==> src/rtl/varredura_display_placar_pkg.sv <==
// Shared constants and types for the scoreboard display scan path:
// anode codes, segment patterns, mode encoding and the display payload.
package varredura_display_placar_pkg;

    localparam logic [3:0] AN_D3  = 4'b0111;
    localparam logic [3:0] AN_D2  = 4'b1011;
    localparam logic [3:0] AN_D1  = 4'b1101;
    localparam logic [3:0] AN_D0  = 4'b1110;
    localparam logic [3:0] AN_OFF = 4'b1111;

    // Segment patterns g..a, active-low
    localparam logic [6:0] SEG_BLANK = 7'b1111111;
    localparam logic [6:0] SEG_0     = 7'b1000000;
    localparam logic [6:0] SEG_1     = 7'b1111001;
    localparam logic [6:0] SEG_2     = 7'b0100100;
    localparam logic [6:0] SEG_3     = 7'b0110000;
    localparam logic [6:0] SEG_4     = 7'b0011001;
    localparam logic [6:0] SEG_5     = 7'b0010010;
    localparam logic [6:0] SEG_6     = 7'b0000010;
    localparam logic [6:0] SEG_7     = 7'b1111000;
    localparam logic [6:0] SEG_8     = 7'b0000000;
    localparam logic [6:0] SEG_9     = 7'b0010000;

    typedef enum logic {
        MODO_PLACAR = 1'b0,
        MODO_CRONO  = 1'b1
    } modo_t;

    typedef struct packed {
        logic [3:0] anodos;
        logic [6:0] segmentos;
    } display_t;

    localparam display_t DISPLAY_OFF = '{anodos: AN_OFF, segmentos: SEG_BLANK};

    // Counter width able to hold 0..n-1, never below one bit
    function automatic int unsigned largura(input int unsigned n);
        return (n <= 2) ? 1 : $clog2(n);
    endfunction

endpackage

==> src/rtl/bcd_para_7seg.sv <==
// BCD digit to active-low 7-segment pattern (g..a); non-decimal codes blank.
module bcd_para_7seg
    import varredura_display_placar_pkg::*;
(
    input  logic [3:0] bcd,
    output logic [6:0] segmentos_c
);

    always_comb begin
        segmentos_c = SEG_BLANK;
        case (bcd)
            4'd0:    segmentos_c = SEG_0;
            4'd1:    segmentos_c = SEG_1;
            4'd2:    segmentos_c = SEG_2;
            4'd3:    segmentos_c = SEG_3;
            4'd4:    segmentos_c = SEG_4;
            4'd5:    segmentos_c = SEG_5;
            4'd6:    segmentos_c = SEG_6;
            4'd7:    segmentos_c = SEG_7;
            4'd8:    segmentos_c = SEG_8;
            4'd9:    segmentos_c = SEG_9;
            default: segmentos_c = SEG_BLANK;
        endcase
    end

endmodule

==> src/rtl/varredura_display_placar.sv <==
// Multiplexed 4-digit display scanner alternating between scoreboard (all four
// digits) and stopwatch (middle two digits), with anti-ghosting blank per slot.
module varredura_display_placar
    import varredura_display_placar_pkg::*;
#(
    parameter int unsigned CLK_HZ       = 50_000_000,
    parameter int unsigned DIV_DIGIT    = CLK_HZ / 480,
    parameter int unsigned MODE_TICKS   = 2 * CLK_HZ,
    parameter int unsigned BLANK_CYCLES = 512
) (
    input  logic       clock,
    input  logic       reset,
    input  logic [3:0] placar_t1_dez,
    input  logic [3:0] placar_t1_uni,
    input  logic [3:0] placar_t2_dez,
    input  logic [3:0] placar_t2_uni,
    input  logic [3:0] crono_dez,
    input  logic [3:0] crono_uni,
    input  logic       forcar_placar,
    output logic [3:0] anodos,
    output logic [6:0] segmentos,
    output logic       modo_crono
);

    localparam int unsigned P_W   = largura(DIV_DIGIT);
    localparam int unsigned M_W   = largura(MODE_TICKS);
    localparam int unsigned IDX_W = 2;

    localparam logic [P_W-1:0] P_ULTIMO = P_W'(DIV_DIGIT - 1);
    localparam logic [M_W-1:0] M_ULTIMO = M_W'(MODE_TICKS - 1);

    modo_t            modo, modo_prox;
    logic [P_W-1:0]   p, p_prox;
    logic [M_W-1:0]   m, m_prox;
    logic [IDX_W-1:0] idx, idx_prox;
    display_t         saida, saida_prox;

    logic [3:0]       digito;
    logic [3:0]       anodo_sel;
    logic [6:0]       seg_digito;
    logic             em_branco;

    // State and output register
    always_ff @(posedge clock) begin
        if (reset) begin
            modo  <= MODO_PLACAR;
            p     <= '0;
            m     <= '0;
            idx   <= '0;
            saida <= DISPLAY_OFF;
        end else begin
            modo  <= modo_prox;
            p     <= p_prox;
            m     <= m_prox;
            idx   <= idx_prox;
            saida <= saida_prox;
        end
    end

    // Next state: forced return, mode switch, then ordinary slot stepping
    always_comb begin
        modo_prox = modo;
        p_prox    = p;
        m_prox    = m;
        idx_prox  = idx;
        if (forcar_placar && (modo == MODO_CRONO)) begin
            modo_prox = MODO_PLACAR;
            p_prox    = '0;
            m_prox    = '0;
            idx_prox  = '0;
        end else if (!forcar_placar && (m == M_ULTIMO)) begin
            modo_prox = (modo == MODO_PLACAR) ? MODO_CRONO : MODO_PLACAR;
            p_prox    = '0;
            m_prox    = '0;
            idx_prox  = '0;
        end else begin
            m_prox = forcar_placar ? '0 : m + M_W'(1);
            if (p == P_ULTIMO) begin
                p_prox = '0;
                if (modo == MODO_CRONO) begin
                    idx_prox = (idx == IDX_W'(1)) ? '0 : idx + IDX_W'(1);
                end else begin
                    idx_prox = idx + IDX_W'(1);
                end
            end else begin
                p_prox = p + P_W'(1);
            end
        end
    end

    // Digit and anode selection for the current slot
    always_comb begin
        digito    = 4'hF;
        anodo_sel = AN_OFF;
        case ({modo, idx})
            {MODO_PLACAR, 2'd0}: begin anodo_sel = AN_D3; digito = placar_t1_dez; end
            {MODO_PLACAR, 2'd1}: begin anodo_sel = AN_D2; digito = placar_t1_uni; end
            {MODO_PLACAR, 2'd2}: begin anodo_sel = AN_D1; digito = placar_t2_dez; end
            {MODO_PLACAR, 2'd3}: begin anodo_sel = AN_D0; digito = placar_t2_uni; end
            {MODO_CRONO,  2'd0}: begin anodo_sel = AN_D2; digito = crono_dez;     end
            {MODO_CRONO,  2'd1}: begin anodo_sel = AN_D1; digito = crono_uni;     end
            default: begin
                anodo_sel = AN_OFF;
                digito    = 4'hF;
            end
        endcase
    end

    bcd_para_7seg u_decod (
        .bcd         (digito),
        .segmentos_c (seg_digito)
    );

    always_comb begin
        em_branco  = 32'(p) < BLANK_CYCLES;
        saida_prox = DISPLAY_OFF;
        if (!em_branco && (anodo_sel != AN_OFF)) begin
            saida_prox.anodos    = anodo_sel;
            saida_prox.segmentos = seg_digito;
        end
    end

    assign anodos     = saida.anodos;
    assign segmentos  = saida.segmentos;
    assign modo_crono = (modo == MODO_CRONO);

endmodule

==> config.mk <==
export PLATFORM = sky130hd
export DESIGN_NAME = varredura_display_placar
export DESIGN_NICKNAME = d
export VERILOG_FILES = /design/src/rtl/varredura_display_placar_pkg.sv /design/src/rtl/bcd_para_7seg.sv /design/src/rtl/varredura_display_placar.sv
export SDC_FILE = /design/constraint.sdc
export NUM_CORES = 1
export LEC_CHECK = 0
export CAP_MARGIN = 0
export CORE_AREA = 2 2 90 92
export DETAILED_ROUTE_END_ITERATION = 12
export DIE_AREA = 0 0 92 94
export GPL_ROUTABILITY_DRIVEN = 0
export GPL_TIMING_DRIVEN = 0
export SYNTH_ARGS = -nofsm -noshare
export SYNTH_HDL_FRONTEND = slang
export SYNTH_HIERARCHICAL = 1
export SYNTH_SLANG_ARGS = --single-unit
==> constraint.sdc <==
create_clock -name clock -period 2.5 [get_ports clock]
set_input_delay 0.5 -clock clock [delete_from_list [all_inputs] [get_ports clock]]
set_output_delay 0.5 -clock clock [all_outputs]
set_load 0.05 [all_outputs]
# Word level (Yosys, flattened, before mapping)
# Memories as Yosys holds them, arrays and structs flattened. A register that Yosys moved wholly into a read port is not among the register bits.
# Cells that the tools add are included.
[totals]
ff_bits = 51
rom_bits = 112
input_bits = 27
output_inout_bits = 12
elab_cells = 38
memories = 1
[op_classes]
add_sub_neg = 3
order_cmp = 1
n_eq_ne = 9
mux = 5
bitwise = 1
n_reduce_logical = 13
[memory_table]
columns = ["name", "depth", "word_bits", "read_ports", "rd_ports_with_merged_regs", "wr", "line", "source"]
rows = [
  ["(name not given)", 16, 7, 1, 1, 0, "bcd_para_7seg.sv:11", "case (bcd)"],
]
[op_table]
columns = ["op", "n"]
rows = [
  ["27-bit by 1-bit adder with 27-bit output (second input constant)", 1],
  ["27-bit == test (second input constant)", 1],
  ["4-bit case mux with 6 select lines", 1],
  ["17-bit by 1-bit adder with 17-bit output (second input constant)", 1],
  ["17-bit == test (second input constant)", 1],
  ["17-bit by 10-bit less-than comparator with 1-bit output (second input constant)", 1],
  ["4-bit case mux with 4 select lines", 1],
  ["2-bit OR reduction", 4],
  ["4-bit OR reduction", 2],
  ["3-bit by 2-bit == test with 1-bit output (second input constant)", 2],
  ["3-bit == test (second input constant)", 2],
  ["2-bit two-way mux", 2],
  ["4-bit inequality test (second input constant)", 1],
  ["3-bit by 1-bit == test with 1-bit output (second input constant)", 1],
  ["1-bit logical AND", 3],
  ["3-bit zero test", 1],
  ["3-bit OR reduction", 1],
  ["2-bit by 1-bit adder with 2-bit output (second input constant)", 1],
  ["2-bit by 1-bit == test with 1-bit output (second input constant)", 1],
  ["1-bit zero test", 2],
  ["1-bit two-way mux", 1],
  ["1-bit NOT", 1],
]

# Depth between registers and ports, before layout
[depth]
depth_word = 7
ltp_mapped = 12
ltp_nobuf = 11

# Modules after synthesis
# The synthesis kept the hierarchy.
[by_module_without_submodules]
columns = ["module", "instances", "cells_per_inst", "area_per_inst_um2", "seq_area_each_um2"]
rows = [
  ["varredura_display_placar", 1, 316, 2750.1, 1161.1],
  ["bcd_para_7seg", 1, 33, 210.2, 0.0],
]

# Least setup slack after synthesis
# Ideal clock, no wire load.
[synth_timing]
path_type = "flip-flop to flip-flop"
startpoint = "reg modo, in the netlist modo_crono"
endpoint = "reg segmentos[1] (netlist name)"
setup_time_ns = 0.131
arrival_time_ns = 2.450
required_ns = 2.369
path_slack_ns = -0.081
path_stages_with_launch = 10
n_path_buf = 2
period_less_slack_ns = 2.581
path_cell_list = "dfxtp_1 clkbuf_1 clkbuf_1 a22oi_1 o21ai_0 inv_1 ha_1 o21ai_0 o21ai_0 nand2b_1"
[synth_via]
word_cells_on_any_way = 14
cone_classes = "eq/ne: 6; mux: 2; bitwise: 1; reduce/logical: 5"
[synth_rtl]
columns = ["element", "line", "source"]
rows = [
  ["from (decl)", "varredura_display_placar.sv:32", "modo_t modo, modo_prox;"],
  ["from (signal assigned)", "varredura_display_placar.sv:52", "modo <= modo_prox;"],
  ["3-bit == test (tied with other cells)", "varredura_display_placar.sv:95", "case ({modo, idx})"],
  ["4-bit case mux with 6 select lines (*)", "varredura_display_placar.sv:95", ""],
  ["named net digito[0]", "varredura_display_placar.sv:38", "logic [3:0] digito;"],
]
# The timed path passes the listed nets; every way through them passes the cells marked *.
# A chain may end at the register's enable or synchronous reset.

# Worst setup path after layout
[layout_timing]
startpoint = "reg idx[1]"
endpoint = "reg segmentos[1] (netlist name)"
[layout_via]
word_cells_on_any_way = 14
cone_classes = "eq/ne: 6; mux: 2; bitwise: 1; reduce/logical: 5"
[layout_rtl]
columns = ["element", "line", "source"]
rows = [
  ["from (decl)", "varredura_display_placar.sv:35", "logic [IDX_W-1:0] idx, idx_prox;"],
  ["from (signal assigned)", "varredura_display_placar.sv:55", "idx <= idx_prox;"],
  ["3-bit == test (tied with other cells)", "varredura_display_placar.sv:95", ""],
  ["4-bit case mux with 6 select lines (*)", "varredura_display_placar.sv:95", ""],
  ["named net digito[0]", "varredura_display_placar.sv:38", ""],
]
# Marks and branches as above.

==> results.json <==
{
  "fin_worst_skew_ns": 0.00879,
  "initial_core_util_pct": 38.9,
  "fin_crit_ns": 2.18,
  "final_cell_mix": "61 x nor2_1, 57 x dfxtp_1, 38 x clkdlybuf4s50_1, 22 x xnor2_1",
  "die-width_microns": 92,
  "hold_buffers": 0,
  "htree_levels": 3,
  "status": "finished clean",
  "crit_chain": "clkbuf_2 -> nand2_1 -> o21ai_0 -> o21ai_0 -> o21ai_1 -> inv_1 -> ha_1 -> o21ai_0 -> o21ai_0 -> nand2b_1",
  "synth_top_area_share_pct": 39.2,
  "reg2regPathDepth": 10,
  "fin_hold_ws_ns": 0.498,
  "routed_wl_microns": 6040,
  "max_freq_mhz": 458,
  "crit_path_max_fanout": 10,
  "min_to": "m[0]$_SDFF_PP0_",
  "grt_pass1_vias": 2237,
  "multiInputGateArea_sq_um": 1660,
  "yosysTopAreaCell": "dfxtp_1",
  "antenna_found_initial": 0,
  "nets": 432,
  "start_kind": "flip-flop",
  "via_per_inst": 4.90,
  "synth_seq_cells": 58,
  "r2r-start": "idx[1]$_SDFFE_PP0N_",
  "track_usage_pct": 15.1,
  "cp.required_ns": 2.72,
  "power.density_nw_per_um2": 568,
  "syn-mean-instance-area_sq_um": 8.48,
  "finalHoldViolations": 0,
  "io_buffers": 38,
  "ys.warnings.count": 6,
  "fillCellCount": 742,
  "cts-root-buf": "clkbuf_8",
  "reg2reg_slack_ns": 0.32,
  "area.growth.synth_to_final_pct": 25.6,
  "async_reset_ff_share_pct": 0,
  "min_from": "m[0]$_SDFF_PP0_",
  "cts_made_buffers": 9,
  "diodes": 0,
  "cap_violations": 0,
  "holdCritPathClass": "reg2reg",
  "slowest_stage": "dfxtp_1",
  "grt_pass1_wl_microns": 10400,
  "cp_data_arrival_time_ns": 2.40,
  "synth_cells": 349,
  "synth-edff-count": 0,
  "ios": 39,
  "synthFlopType": "dfxtp_1",
  "r2r-end": "segmentos[1]$_SDFF_PP1_",
  "via_count": 2470,
  "cp_common_cell": "o21ai_0",
  "worstHoldPathCells": 1,
  "synth_seq_area_share_pct": 39.2,
  "clk_pin_slew_worst_paths_ns": 0.07,
  "synthTopCellsByArea": "dfxtp_1 39%, nor2_1 7.9%, xnor2_1 6.5%",
  "wl_per_cell_microns": 12.0,
  "power_leakage_nw": 1.30,
  "syn_nets": 384,
  "rsz0062_at_grt": "no",
  "ys_types": 45,
  "drc_errors": 0,
  "stdcell_count": 504,
  "drt_iter0_drc": 84,
  "final_common_cell": "nor2_1",
  "rows": 32,
  "slew_headroom_pct": 62.2,
  "worst-setup-path-type": "reg2reg",
  "cts_sinks": 58,
  "end_kind": "flip-flop",
  "cts_tree": "built",
  "firstDrtPassIters": 4,
  "ant_nets": 0,
  "clock_path_buffers": 2,
  "dp_hpwl_microns": 4500,
  "drv_slew": 0,
  "drive_gt1_share_pct": 10.7,
  "ir_drop_uv": 292,
  "mappedNetlistArea_sq_um": 2960,
  "tightest_slew_ns": 0.567,
  "core_area_sq_um": 7610,
  "die_h_microns": 94,
  "place_inst": 489,
  "seq_area_sq_um": 1160,
  "finalSetupViolations": 0,
  "die-area_sq_um": 8650,
  "cpPeakStageDelay_ns": 0.47,
  "grt_max_degree": 12,
  "grt_remaining_overflow": 0,
  "clock_latency_ns": 0.35,
  "fin_crit_sh_pct": 87.3
}
## metrics by stage
stage | power (mW) | setup TNS (ns) | setup WS [ns] | utilization, % | instance area, sq um
global route | 2.19 | 0 | 0.0865 | 48.9 | 3720
CTS | 2.13 | 0 | 0.00291 | 48.8 | 3720
detailed placement | 1.08 | -0.470 | -0.172 | 45.6 | 3470
finish | 2.11 | 0 | 0.317 | 48.9 | 3720
floorplan | 1.02 | 0 | 0.0746 | - | 2960
global placement | 1.07 | -0.536 | -0.176 | 45.6 | 3470
## what timing repair did
item | 4_1_cts | 5_1_grt
pin swaps | 0 | 1
gates cloned | 0 | 0
gates resized for setup | 5 | 2
buffers inserted | 0 | 1
setup endpoints to repair | 4 | 6
## registers in the layout, summed over array words and instances (netlist names)
| name | count |
|---|---|
| p | 17 |
| segmentos | 7 |
| anodos | 4 |
| m | 27 |
| modo_crono | 1 |
| idx | 2 |
## worst max-delay path, delay by kind of cell, from the launching register on
kind	cells	cell delay (ns)
buffers and inverters	2	0.42
DFF	1	0.47
adders and majority gates	1	0.33
AOI/OAI and AO/OA	5	0.62
and+or+nand+nor	2	0.19
## cell type report
| class | count | area share [%] |
|---|---|---|
| Multi-Input combinational cell | 265 | 44.7 |
| Sequential cell | 58 | 31.3 |
| Timing Repair Buffer | 39 | 10.4 |
| Tap cell | 102 | 3.43 |
| Clock buffer | 9 | 3.33 |
| Clock inverter | 7 | 3.13 |
| Buffer | 12 | 2.52 |
| Inverter | 12 | 1.21 |
## synthesized netlist by cell type (2+ instances only)
cell	instances
nor2b_1	3
nand4_1	19
or3_1	2
clkbuf_1	6
dfxtp_1	58
nand2_1	21
and3_1	6
nor4_1	5
a31oi_1	2
a21oi_1	5
o211ai_1	2
nand2b_1	11
nor4bb_1	2
or2_1	2
inv_1	12
nor2_1	62
buf_2	2
xnor2_1	22
o21ai_0	13
nor4_2	2
buf_6	5
xor2_1	21
mux2_2	3
and4_1	2
mux2i_1	3
ha_1	8
a22oi_1	4
nand3_1	18
nor3_1	12
## cells by family (layout without fill, tap and decap cells)
group / count (synthesis) / after routing / synth area share (%)
AO/OA/AOI/OAI: 32 / 32 / 6.97
XOR/XNOR: 43 / 43 / 12.7
adder cells (fa/ha/maj): 8 / 8 / 3.38
buffers and inverters: 26 / 79 / 4.78
flip-flops: 58 / 58 / 39.2
multiplexers: 6 / 6 / 2.16
AND/OR/NAND/NOR: 176 / 176 / 30.8
## metal layers
layer	global-route usage, %	up-vias	part of all wire, %	wire length (microns)
li1	-	1296	-	-
met1	20.3	1121	50	3000
met2	22.5	39	45	2690
met3	3.85	14	3.5	209
met4	7.34	0	2.4	148
met5	0	-	0	0
## where the power goes
part / switching, mW / internal, mW / total (mW)
Combinational: 0.0469 / 0.0706 / 0.118
Sequential: 0.00845 / 0.929 / 0.938
Clock: 0.394 / 0.661 / 1.06
Total: 0.449 / 1.66 / 2.11
## worst max-delay path by stage
stage                                 start                 endpoint  slack (ns)
finish                  idx[1]$_SDFFE_PP0N_  segmentos[1]$_SDFF_PP1_        0.32
global route            idx[1]$_SDFFE_PP0N_  segmentos[1]$_SDFF_PP1_        0.09
CTS                 modo_crono$_SDFFE_PP0P_  segmentos[3]$_SDFF_PP1_       0.003
detailed placement  modo_crono$_SDFFE_PP0P_  segmentos[1]$_SDFF_PP1_       -0.17
global placement    modo_crono$_SDFFE_PP0P_  segmentos[1]$_SDFF_PP1_       -0.18
floorplan           modo_crono$_SDFFE_PP0P_  segmentos[1]$_SDFF_PP1_        0.07
Note: power is estimated with default switching activity, not from simulation.
